==> src/rtl/rowbias_bank_pkg.sv <==
// rtl/rowbias_bank_pkg.sv - shared types, widths and helpers for the row bias bank
package rowbias_pkg;

  // Default grid edge length; sets both pool size and row count unless overridden.
  localparam int GRID_LEN = 4;

  // Index width that never collapses to zero bits for degenerate sizes.
  function automatic int clog2_min1(input int n);
    return (n > 1) ? $clog2(n) : 1;
  endfunction

  localparam int IDX_W = clog2_min1(GRID_LEN);
  localparam int ROW_W = clog2_min1(GRID_LEN);

  // Shuffle sequencer states, one-hot encoded.
  typedef enum logic [3:0] {
    ST_INIT    = 4'b0001,
    ST_SWAP_RD = 4'b0010,
    ST_SWAP_WR = 4'b0100,
    ST_READY   = 4'b1000
  } state_t;

  // One-hot value with bit i set; callers truncate to their pool width.
  function automatic logic [31:0] onehot(input int unsigned i);
    return 32'd1 << i;
  endfunction

endpackage

==> src/rtl/rowbias_bank_if.sv <==
// rtl/rowbias_bank_if.sv - solver-facing lookup and shuffle-control bundle
interface rowbias_bank_if
  import rowbias_pkg::*;
#(
  parameter int WIDTH      = GRID_LEN,
  parameter int NUM_ROWS   = GRID_LEN,
  parameter int RAND_WIDTH = 16
);

  logic [RAND_WIDTH-1:0]            random;
  logic                             reshuffle;
  logic                             ready;
  logic [NUM_ROWS-1:0]              update;
  logic [NUM_ROWS-1:0][WIDTH-1:0]   rqindex;
  logic [NUM_ROWS-1:0][WIDTH-1:0]   valtotry;

  // Solver / random source side.
  modport master (
    output random, reshuffle, update, rqindex,
    input  ready, valtotry
  );

  // Bias bank side.
  modport slave (
    input  random, reshuffle, update, rqindex,
    output ready, valtotry
  );

endinterface

==> src/rtl/rowbias_bank_lsb_arbiter.sv <==
// rtl/rowbias_bank_lsb_arbiter.sv - combinational lowest-set-bit filter
module lsb_arbiter #(
  parameter int WIDTH = 4
) (
  input  logic [WIDTH-1:0] i_req,
  output logic [WIDTH-1:0] o_grant
);

  // Two's-complement trick isolates the lowest set bit; zero request gives zero grant.
  assign o_grant = i_req & (~i_req + WIDTH'(1));

endmodule

==> src/rtl/rowbias_bank.sv <==
// rtl/rowbias_bank.sv - per-row shuffled one-hot pools with registered lookups
module rowbias_bank
  import rowbias_pkg::*;
#(
  parameter int WIDTH      = GRID_LEN,
  parameter int NUM_ROWS   = GRID_LEN,
  parameter int RAND_WIDTH = 16
) (
  input  logic          clock,
  input  logic          reset,
  rowbias_bank_if.slave bus
);

  localparam int L_IDX_W = clog2_min1(WIDTH);
  localparam int L_ROW_W = clog2_min1(NUM_ROWS);
  localparam logic [L_IDX_W-1:0] LAST_I   = L_IDX_W'(WIDTH - 1);
  localparam logic [L_ROW_W-1:0] LAST_ROW = L_ROW_W'(NUM_ROWS - 1);

  state_t                                   r_state;
  logic [L_ROW_W-1:0]                       r_row;
  logic [L_IDX_W-1:0]                       r_i;
  logic [L_IDX_W-1:0]                       r_j;
  logic [WIDTH-1:0]                         r_temp;
  logic                                     r_ready;
  logic [NUM_ROWS-1:0][WIDTH-1:0][WIDTH-1:0] r_pool;
  logic [NUM_ROWS-1:0][WIDTH-1:0]           r_valtotry;

  logic [RAND_WIDTH-1:0]                    w_div;
  logic [L_IDX_W-1:0]                       w_j;
  logic [WIDTH-1:0]                         w_new;
  logic [WIDTH-1:0]                         w_grant [NUM_ROWS];
  logic [NUM_ROWS-1:0][WIDTH-1:0]           w_sel;

  // Swap partner j is drawn uniformly-ish from 0..i; modulo bias is tolerated.
  assign w_div = RAND_WIDTH'(r_i) + RAND_WIDTH'(1);
  assign w_j   = L_IDX_W'(bus.random % w_div);
  assign w_new = WIDTH'(onehot(32'(r_i)));

  assign bus.ready    = r_ready;
  assign bus.valtotry = r_valtotry;

  // One lowest-set-bit filter per row turns a loose index into a clean one-hot select.
  for (genvar g = 0; g < NUM_ROWS; g++) begin : g_row
    lsb_arbiter #(.WIDTH(WIDTH)) u_arb (
      .i_req   (bus.rqindex[g]),
      .o_grant (w_grant[g])
    );
  end

  // AND-OR mux of each row's pool by its grant; no grant reads as the zero code.
  always_comb begin
    w_sel = '0;
    for (int r = 0; r < NUM_ROWS; r++) begin
      for (int k = 0; k < WIDTH; k++) begin
        if (w_grant[r][k]) begin
          w_sel[r] = w_sel[r] | r_pool[r][k];
        end
      end
    end
  end

  // Inside-out Fisher-Yates sequencer: the only writer of the pool array.
  always_ff @(posedge clock or negedge reset) begin
    if (!reset) begin
      r_state <= ST_INIT;
      r_row   <= '0;
      r_i     <= '0;
      r_j     <= '0;
      r_temp  <= '0;
      r_ready <= 1'b0;
      r_pool  <= '0;
    end else if (bus.reshuffle) begin
      r_state <= ST_INIT;
      r_ready <= 1'b0;
    end else begin
      case (r_state)
        ST_INIT: begin
          r_row   <= '0;
          r_i     <= '0;
          r_ready <= 1'b0;
          r_state <= ST_SWAP_RD;
        end
        ST_SWAP_RD: begin
          r_j <= w_j;
          if (w_j != r_i) begin
            r_temp <= r_pool[r_row][w_j];
          end
          r_state <= ST_SWAP_WR;
        end
        ST_SWAP_WR: begin
          if (r_j != r_i) begin
            r_pool[r_row][r_i] <= r_temp;
          end
          r_pool[r_row][r_j] <= w_new;
          if (r_i == LAST_I) begin
            r_i <= '0;
            if (r_row == LAST_ROW) begin
              r_ready <= 1'b1;
              r_state <= ST_READY;
            end else begin
              r_row   <= r_row + L_ROW_W'(1);
              r_state <= ST_SWAP_RD;
            end
          end else begin
            r_i     <= r_i + L_IDX_W'(1);
            r_state <= ST_SWAP_RD;
          end
        end
        ST_READY: begin
          r_ready <= 1'b1;
        end
        default: begin
          r_ready <= 1'b0;
          r_state <= ST_INIT;
        end
      endcase
    end
  end

  // Per-row registered lookup; outside READY a strobe returns the no-value code.
  always_ff @(posedge clock or negedge reset) begin
    if (!reset) begin
      r_valtotry <= '0;
    end else begin
      for (int r = 0; r < NUM_ROWS; r++) begin
        if (bus.update[r]) begin
          r_valtotry[r] <= (r_state == ST_READY) ? w_sel[r] : '0;
        end
      end
    end
  end

endmodule

==> src/flat_wrapper.sv <==
// flat-port wrapper written by rule: the top's interface ports become plain ports
module rowbias_bank_flat import rowbias_pkg::*;
#(
  parameter int WIDTH      = GRID_LEN,
  parameter int NUM_ROWS   = GRID_LEN,
  parameter int RAND_WIDTH = 16
)
  (clock, reset, bus_random, bus_reshuffle, bus_update, bus_rqindex, bus_ready, bus_valtotry);
  rowbias_bank_if #(.WIDTH(WIDTH), .NUM_ROWS(NUM_ROWS), .RAND_WIDTH(RAND_WIDTH)) bus_i ();
  input  logic clock;
  input  logic reset;
  input wire logic [$bits(bus_i.random)-1:0] bus_random;
  input wire logic [$bits(bus_i.reshuffle)-1:0] bus_reshuffle;
  input wire logic [$bits(bus_i.update)-1:0] bus_update;
  input wire logic [$bits(bus_i.rqindex)-1:0] bus_rqindex;
  output wire logic [$bits(bus_i.ready)-1:0] bus_ready;
  output wire logic [$bits(bus_i.valtotry)-1:0] bus_valtotry;
  assign bus_i.random = bus_random;
  assign bus_i.reshuffle = bus_reshuffle;
  assign bus_i.update = bus_update;
  assign bus_i.rqindex = bus_rqindex;
  assign bus_ready = bus_i.ready;
  assign bus_valtotry = bus_i.valtotry;
  rowbias_bank #(.WIDTH(WIDTH), .NUM_ROWS(NUM_ROWS), .RAND_WIDTH(RAND_WIDTH)) u_core (.clock(clock), .reset(reset), .bus(bus_i));
endmodule
==> config.mk <==
export PLATFORM = sky130hd
export DESIGN_NAME = rowbias_bank_flat
export DESIGN_NICKNAME = d
export VERILOG_FILES = /design/src/rtl/rowbias_bank_pkg.sv /design/src/rtl/rowbias_bank_if.sv /design/src/rtl/rowbias_bank_lsb_arbiter.sv /design/src/rtl/rowbias_bank.sv /design/src/flat_wrapper.sv
export SDC_FILE = /design/constraint.sdc
export NUM_CORES = 1
export LEC_CHECK = 0
export CAP_MARGIN = 20
export CORE_MARGIN = 2
export CORE_UTILIZATION = 55
export CTS_CLUSTER_DIAMETER = 80
export DETAILED_ROUTE_END_ITERATION = 8
export PLACE_DENSITY = 0.74
export SETUP_SLACK_MARGIN = 0.3
export SYNTH_ARGS = -nofsm -noshare
export SYNTH_HDL_FRONTEND = slang
export SYNTH_SLANG_ARGS = --single-unit
==> constraint.sdc <==
create_clock -name clock -period 37.9 [get_ports clock]
set_clock_uncertainty 0.05 [all_clocks]
set_input_delay 5.685 -clock clock [delete_from_list [all_inputs] [get_ports clock]]
set_output_delay 5.685 -clock clock [all_outputs]
set_load 0.005 [all_outputs]
---- Word level (Yosys, flattened, before mapping) ----
Index checks and enable logic that the tools add are counted.
storage, ports and cells
  output and inout bits ................... 17
  logic and storage cells ................. 137
  bits in registers ....................... 95
  bits of input ports ..................... 39
cells by class
  divide/modulo/power cells ............... 1
  equality and inequality tests ........... 14
  bitwise logic cells ..................... 21
  $lt $le $gt $ge ......................... 7
  multiplexer cells ....................... 50
  add/subtract/negate cells ............... 7
  shift operators ......................... 1
  reductions and logical operators ........ 10
operators by type and width
  cell                                                                                  count
  64-bit two-way mux                                                                    3
  64-bit bitwise mux                                                                    2
  4-bit two-way mux                                                                     26
  16-bit demux with 2-bit select                                                        2
  16-bit two-way mux                                                                    3
  4-bit OR                                                                              12
  16-bit binary-select mux with 2-bit select                                            1
  4-bit by 1-bit adder with 4-bit output (second input constant)                        4
  4-bit bitwise AND                                                                     4
  4-bit demux with 2-bit select                                                         2
  16-bit by 16-bit remainder unit with 16-bit output                                    1
  4-bit NOT                                                                             4
  4-bit one-hot mux with 4 select lines                                                 1
  2-bit by 3-bit < comparator with 1-bit output (second input constant)                 4
  4-bit binary-select mux with 2-bit select                                             1
  2-bit one-hot mux with 2 select lines                                                 2
  2-bit by 1-bit greater-or-equal comparator with 1-bit output (second input constant)  3
  2-bit two-way mux                                                                     3
  2-bit != test (second input constant)                                                 3
  3-bit by 2-bit != test with 1-bit output (second input constant)                      2
  2-bit AND reduction                                                                   3
  3-bit AND reduction                                                                   2
  2-bit by 1-bit adder with 2-bit output (second input constant)                        2
  2-bit == test (second input constant)                                                 2
  14 further kinds                                                                      19

---- Logic depth before layout (Yosys ltp) ----
  depth in word-level cells ............... 11
  depth in mapped cells ................... 147
  mapped depth without buffers ............ 139

---- Hierarchy ----
Synthesis repeated with hierarchy kept, for this count alone.
unflattened totals
  cell total of the unflattened synthesis .. 1320
  area, all modules ....................... 10777.8 sq um
modules (own cells, without submodules)
  module        cells each  times used  area an instance (sq um)  sequential area each (sq um)
  rowbias_bank  1304        1           10632.7                   2378.5
  lsb_arbiter   4           4           36.3                      0.0

---- Worst setup path before layout ----
Ideal clock, no wire load.
  path type ............................... input to register
  start point ............................. input bus_random[2]
  end point ............................... register u_core.r_temp[0]
  setup time .............................. 0.125 ns
  arrival time ............................ 32.144 ns
  path slack .............................. 5.581 ns
  stages on the path ...................... 136
  path buffers ............................ 7
  data required time ...................... 37.725 ns
  cells stage by stage .................... or4_4 nor4_4 a21o_2 inv_1 ha_1 or4b_1 a21oi_1 nor2_1 ha_1 o211ai_1 nand2_1 o31a_1 ha_1 o211ai_1 and3b_1 clkbuf_1 o31a_2 o22a_2 [100 not listed] nor3_1 o221a_2 a21oi_1 a21oi_1 inv_1 ha_1 nand2_1 nand2_1 a21oi_1 o311ai_0 a2111oi_1 o2111a_1 nand4_1 nor4_4 mux2i_4 xnor2_1 a21boi_2 mux2_2
on the way
  cells in the longest elaborated chain, start to end .. 3
  elaborated cells on any way between the ends .. 5
  classes of those cells .................. div: 1; eq/ne: 1; mux: 2; reduce/logical: 1
ends and longest elaborated chain
  item                                                                                   RTL line                                RTL
  start, declared                                                                        flat_wrapper.sv:12                      input wire logic [$bits(bus_i.random)-1:0] bus_random;
  16-bit by 16-bit remainder unit with 16-bit output (*)                                 rowbias_bank.sv:36                      assign w_j = L_IDX_W'(bus.random % w_div);
  4-bit binary-select mux with 2-bit select / 2-bit != test (equally long branches)      rowbias_bank.sv:86, rowbias_bank.sv:85
  4-bit two-way mux (not written as such) / 3-bit AND reduction (equally long branches)  --
  end signal, assigned                                                                   rowbias_bank.sv:86                      r_temp <= r_pool[r_row][w_j];
  end, declared                                                                          rowbias_bank.sv:23                      logic [WIDTH-1:0] r_temp;
Every way passes the cells marked *; elsewhere a longest branch is shown, timed or not. The select of a mux whose other input is x is not followed.
A chain may end at the register's enable or synchronous reset.

---- Worst setup path after layout ----
  start point ............................. input bus_random[1]
  end point ............................... register u_core.r_temp[1]
The elaborated chain is that of the path after synthesis.

==> results.cfg <==
[worst_setup_path]
cp_max_fo = 9
slowest_delay_ps = 620
crit_arrival_ps = 35440
slowest_stage = or4_4
start_kind = input port
crit_top_cell = ha_1
end_kind = register
path_class = input port to register
cp_data_required_time_ps = 38090

[die]
start_util = 0.556
rows = 50
die_h_um = 141
die_x_um = 141
fp.dieArea_um2 = 19800
ios = 56
coreArea_um2 = 18500

[placed_design]
place.gp.congestion = 1.03
portBuffers = 55
place_ws_ps = 756
dp_hpwl_um = 23300
post-place-cells = 1515
post_dp_cell_area_um2 = 10900

[clocking]
htree_levels = 3
cts_num_sinks = 95
cts_tree = yes
clk_pin_slew_worst_paths_ps = 70
clk_latency_ps = 350
cts_buffers = 9
clock_path_buffers = 2
cts_root_buf = clkbuf_16

[yosys]
netlist_area_um2 = 10300
ys_seq_area_frac = 0.231
syn_nets = 1366
yosysWarningCount = 0
synthCells = 1270
async_reset_ff_frac = 1.00
ys_seq_elements = 95
synth_enable_flop_cells = 0
synthFlopType = dfrtp_1
ys_types = 132
synth.avg_cell_area_um2 = 8.10

[detailed_routing]
drtIter0Drc = 811
routed_via_density = 6.64
wire_per_inst_um = 19.7
drc = 0
vias = 10300
drt_wl_total_um = 30500
first_pass_iters = 6
antenna_left = 0

[final_layout]
n_fill_cell = 1613
drive_gt1_frac = 0.155
fin_cells = 1546
finalInstanceArea_um2 = 11400
fin_util = 0.618
area_growth_pct = 11.1
final_nets = 1403
multi_input_area_um2 = 7530
diodes = 0
seq_area_um2 = 2380

[pwr]
power_mw = 0.936
ir_worst_vdd_uv = 41.5
leakagePower_nw = 4.53
power_density_nw_per_um2 = 81.9

[run]
maxCapViolCount = 0

[sta]
setup_slack_ps = 2650
fmax_ghz = 0.0284
fin_setup_tns_ps = 0
fin_crit_sh = 0.930
relSlewSlack = 0.365
hold_ws_ps = 467
hold_viol = 0
layout_min_cycle_time_ps = 35250
rsz0062_at_grt = no
slew_viol_final = 0
tightest_slew_ps = 952
finalSetupViolCount = 0

[grt]
antenna_found_initial = 0
grt_max_degree = 69
grtUsageTotal = 0.302
grt_first_pass_wirelength_um = 48400
grt-ovfl-total = 0
grt_pass1_vias = 9404

[hold_path]
min_path_type = register to register

[status]
status = complete, no violations
-- synthesized netlist by cell type, drive strengths merged (4+ instances only) --
cell type / count / area share
nor3: 38 / 0.021
or2: 19 / 0.012
nor4b: 7 / 0.0060
nand2b: 18 / 0.011
and3: 16 / 0.011
or4: 4 / 0.0036
clkbuf: 36 / 0.013
xor2: 10 / 0.0085
a221oi: 22 / 0.022
a31o: 4 / 0.0034
a22oi: 10 / 0.0073
mux2i: 22 / 0.025
or2b: 6 / 0.0049
a32oi: 8 / 0.0075
a21boi: 7 / 0.0058
o21a: 23 / 0.018
nand3: 39 / 0.020
nor2b: 16 / 0.0097
xnor2: 24 / 0.020
o211ai: 16 / 0.013
ha: 56 / 0.068
a211oi: 13 / 0.010
nor2: 105 / 0.039
nor4: 7 / 0.0078
a311oi: 6 / 0.0074
o22ai: 22 / 0.015
a21oi: 76 / 0.039
nand4: 12 / 0.0079
nor3b: 8 / 0.0068
and2: 19 / 0.012
a21o: 14 / 0.010
mux4: 16 / 0.035
nand2: 182 / 0.067
o21bai: 4 / 0.0033
a211o: 4 / 0.0035
a31oi: 11 / 0.0088
mux2: 27 / 0.030
buf: 15 / 0.013
o2111ai: 5 / 0.0043
inv: 55 / 0.020
o31ai: 8 / 0.0063
o21ai: 94 / 0.047
or3: 10 / 0.0062
dfrtp: 94 / 0.23
-- cell families after synthesis --
group | after synthesis | synth area share
XOR/XNOR | 34 | 0.0289
AO/OA/AOI/OAI | 396 | 0.280
AND/OR/NAND/NOR | 516 | 0.253
flip-flops | 95 | 0.231
adder cells (fa/ha/maj) | 57 | 0.0700
buffers and inverters | 107 | 0.0471
multiplexers | 65 | 0.0895
-- final cells by class --
cell class | instances | share of cell area
Multi-Input combinational cell | 1068 | 0.658
Inverter | 55 | 0.0180
Clock inverter | 6 | 0.00656
Tap cell | 234 | 0.0256
Clock buffer | 10 | 0.0209
Sequential cell | 95 | 0.208
Timing Repair Buffer | 78 | 0.0630
-- sequential cells by signal, summed over array words and instances (netlist names) --
| signal | count |
|---|---|
| u_core.r_i | 2 |
| u_core.r_j | 2 |
| u_core.bus.valtotry | 16 |
| u_core.r_state | 4 |
| u_core.r_pool | 64 |
| u_core.r_row | 2 |
| u_core.r_temp | 4 |
| u_core.bus.ready | 1 |
-- critical path, delay by kind of cell --
family | cells | cell delay, ps
compound gates | 53 | 10810
simple gates | 50 | 10180
fa+ha+maj | 15 | 4600
mux | 9 | 2490
buf+inv | 10 | 1620
-- power by group --
part	total, mW	internal [mW]	switching [mW]
logic	0.727	0.271	0.456
registers	0.114	0.105	0.00855
clock network	0.0955	0.0540	0.0415
-- layout by cell type (no fill, tap or decap), types with 14 or more instances in the layout --
cell and count:
o22ai_1 21, and2_1 17, inv_1 55, or2_2 17, o21ai_0 88, ha_1 56, mux2_2 27, a221oi_1 19
nor2_1 99, nor2b_1 14, clkdlybuf4s50_1 54, dfrtp_1 94, nor3_1 34, a21oi_1 67, mux4_2 16, o211ai_1 14
xnor2_1 24, nand2_1 180, buf_4 24, o21a_1 22, mux2i_1 15, nand2b_1 17, nand3_1 35
-- layer usage --
metal	share of wire	routed length, µm	up-vias	global-route usage
li1	-	-	4828	-
met1	0.43	13000	4918	0.407
met2	0.47	14400	442	0.493
met3	0.071	2170	74	0.0503
met4	0.031	947	0	0.112
met5	0	0	-	0
-- path summary, 6_finish.rpt --
| path | slack [ps] | endpoint | depth (start not counted) | startpoint |
|---|---|---|---|---|
| max reg2reg | 7920 | u_core.r_temp[1] | 138 | u_core.r_i[0] |
| min in group asynchronous | 5190 | u_core.bus.valtotry[11] | 1 | reset |
| max in group asynchronous | 31410 | u_core.bus.ready | 2 | reset |
| min reg2reg | 470 | u_core.r_pool[31] | 2 | u_core.r_pool[31] |
| min | 470 | u_core.r_pool[31] | 2 | u_core.r_pool[31] |
| max | 2650 | u_core.r_temp[1] | 137 | bus_random[1] |
-- what timing repair did --
item,CTS,global route
buffers inserted,0,15
gates resized for setup,0,24
hold buffers,0,0
endpoints found under the setup margin,0,6
(Power assumes the default switching activity.)
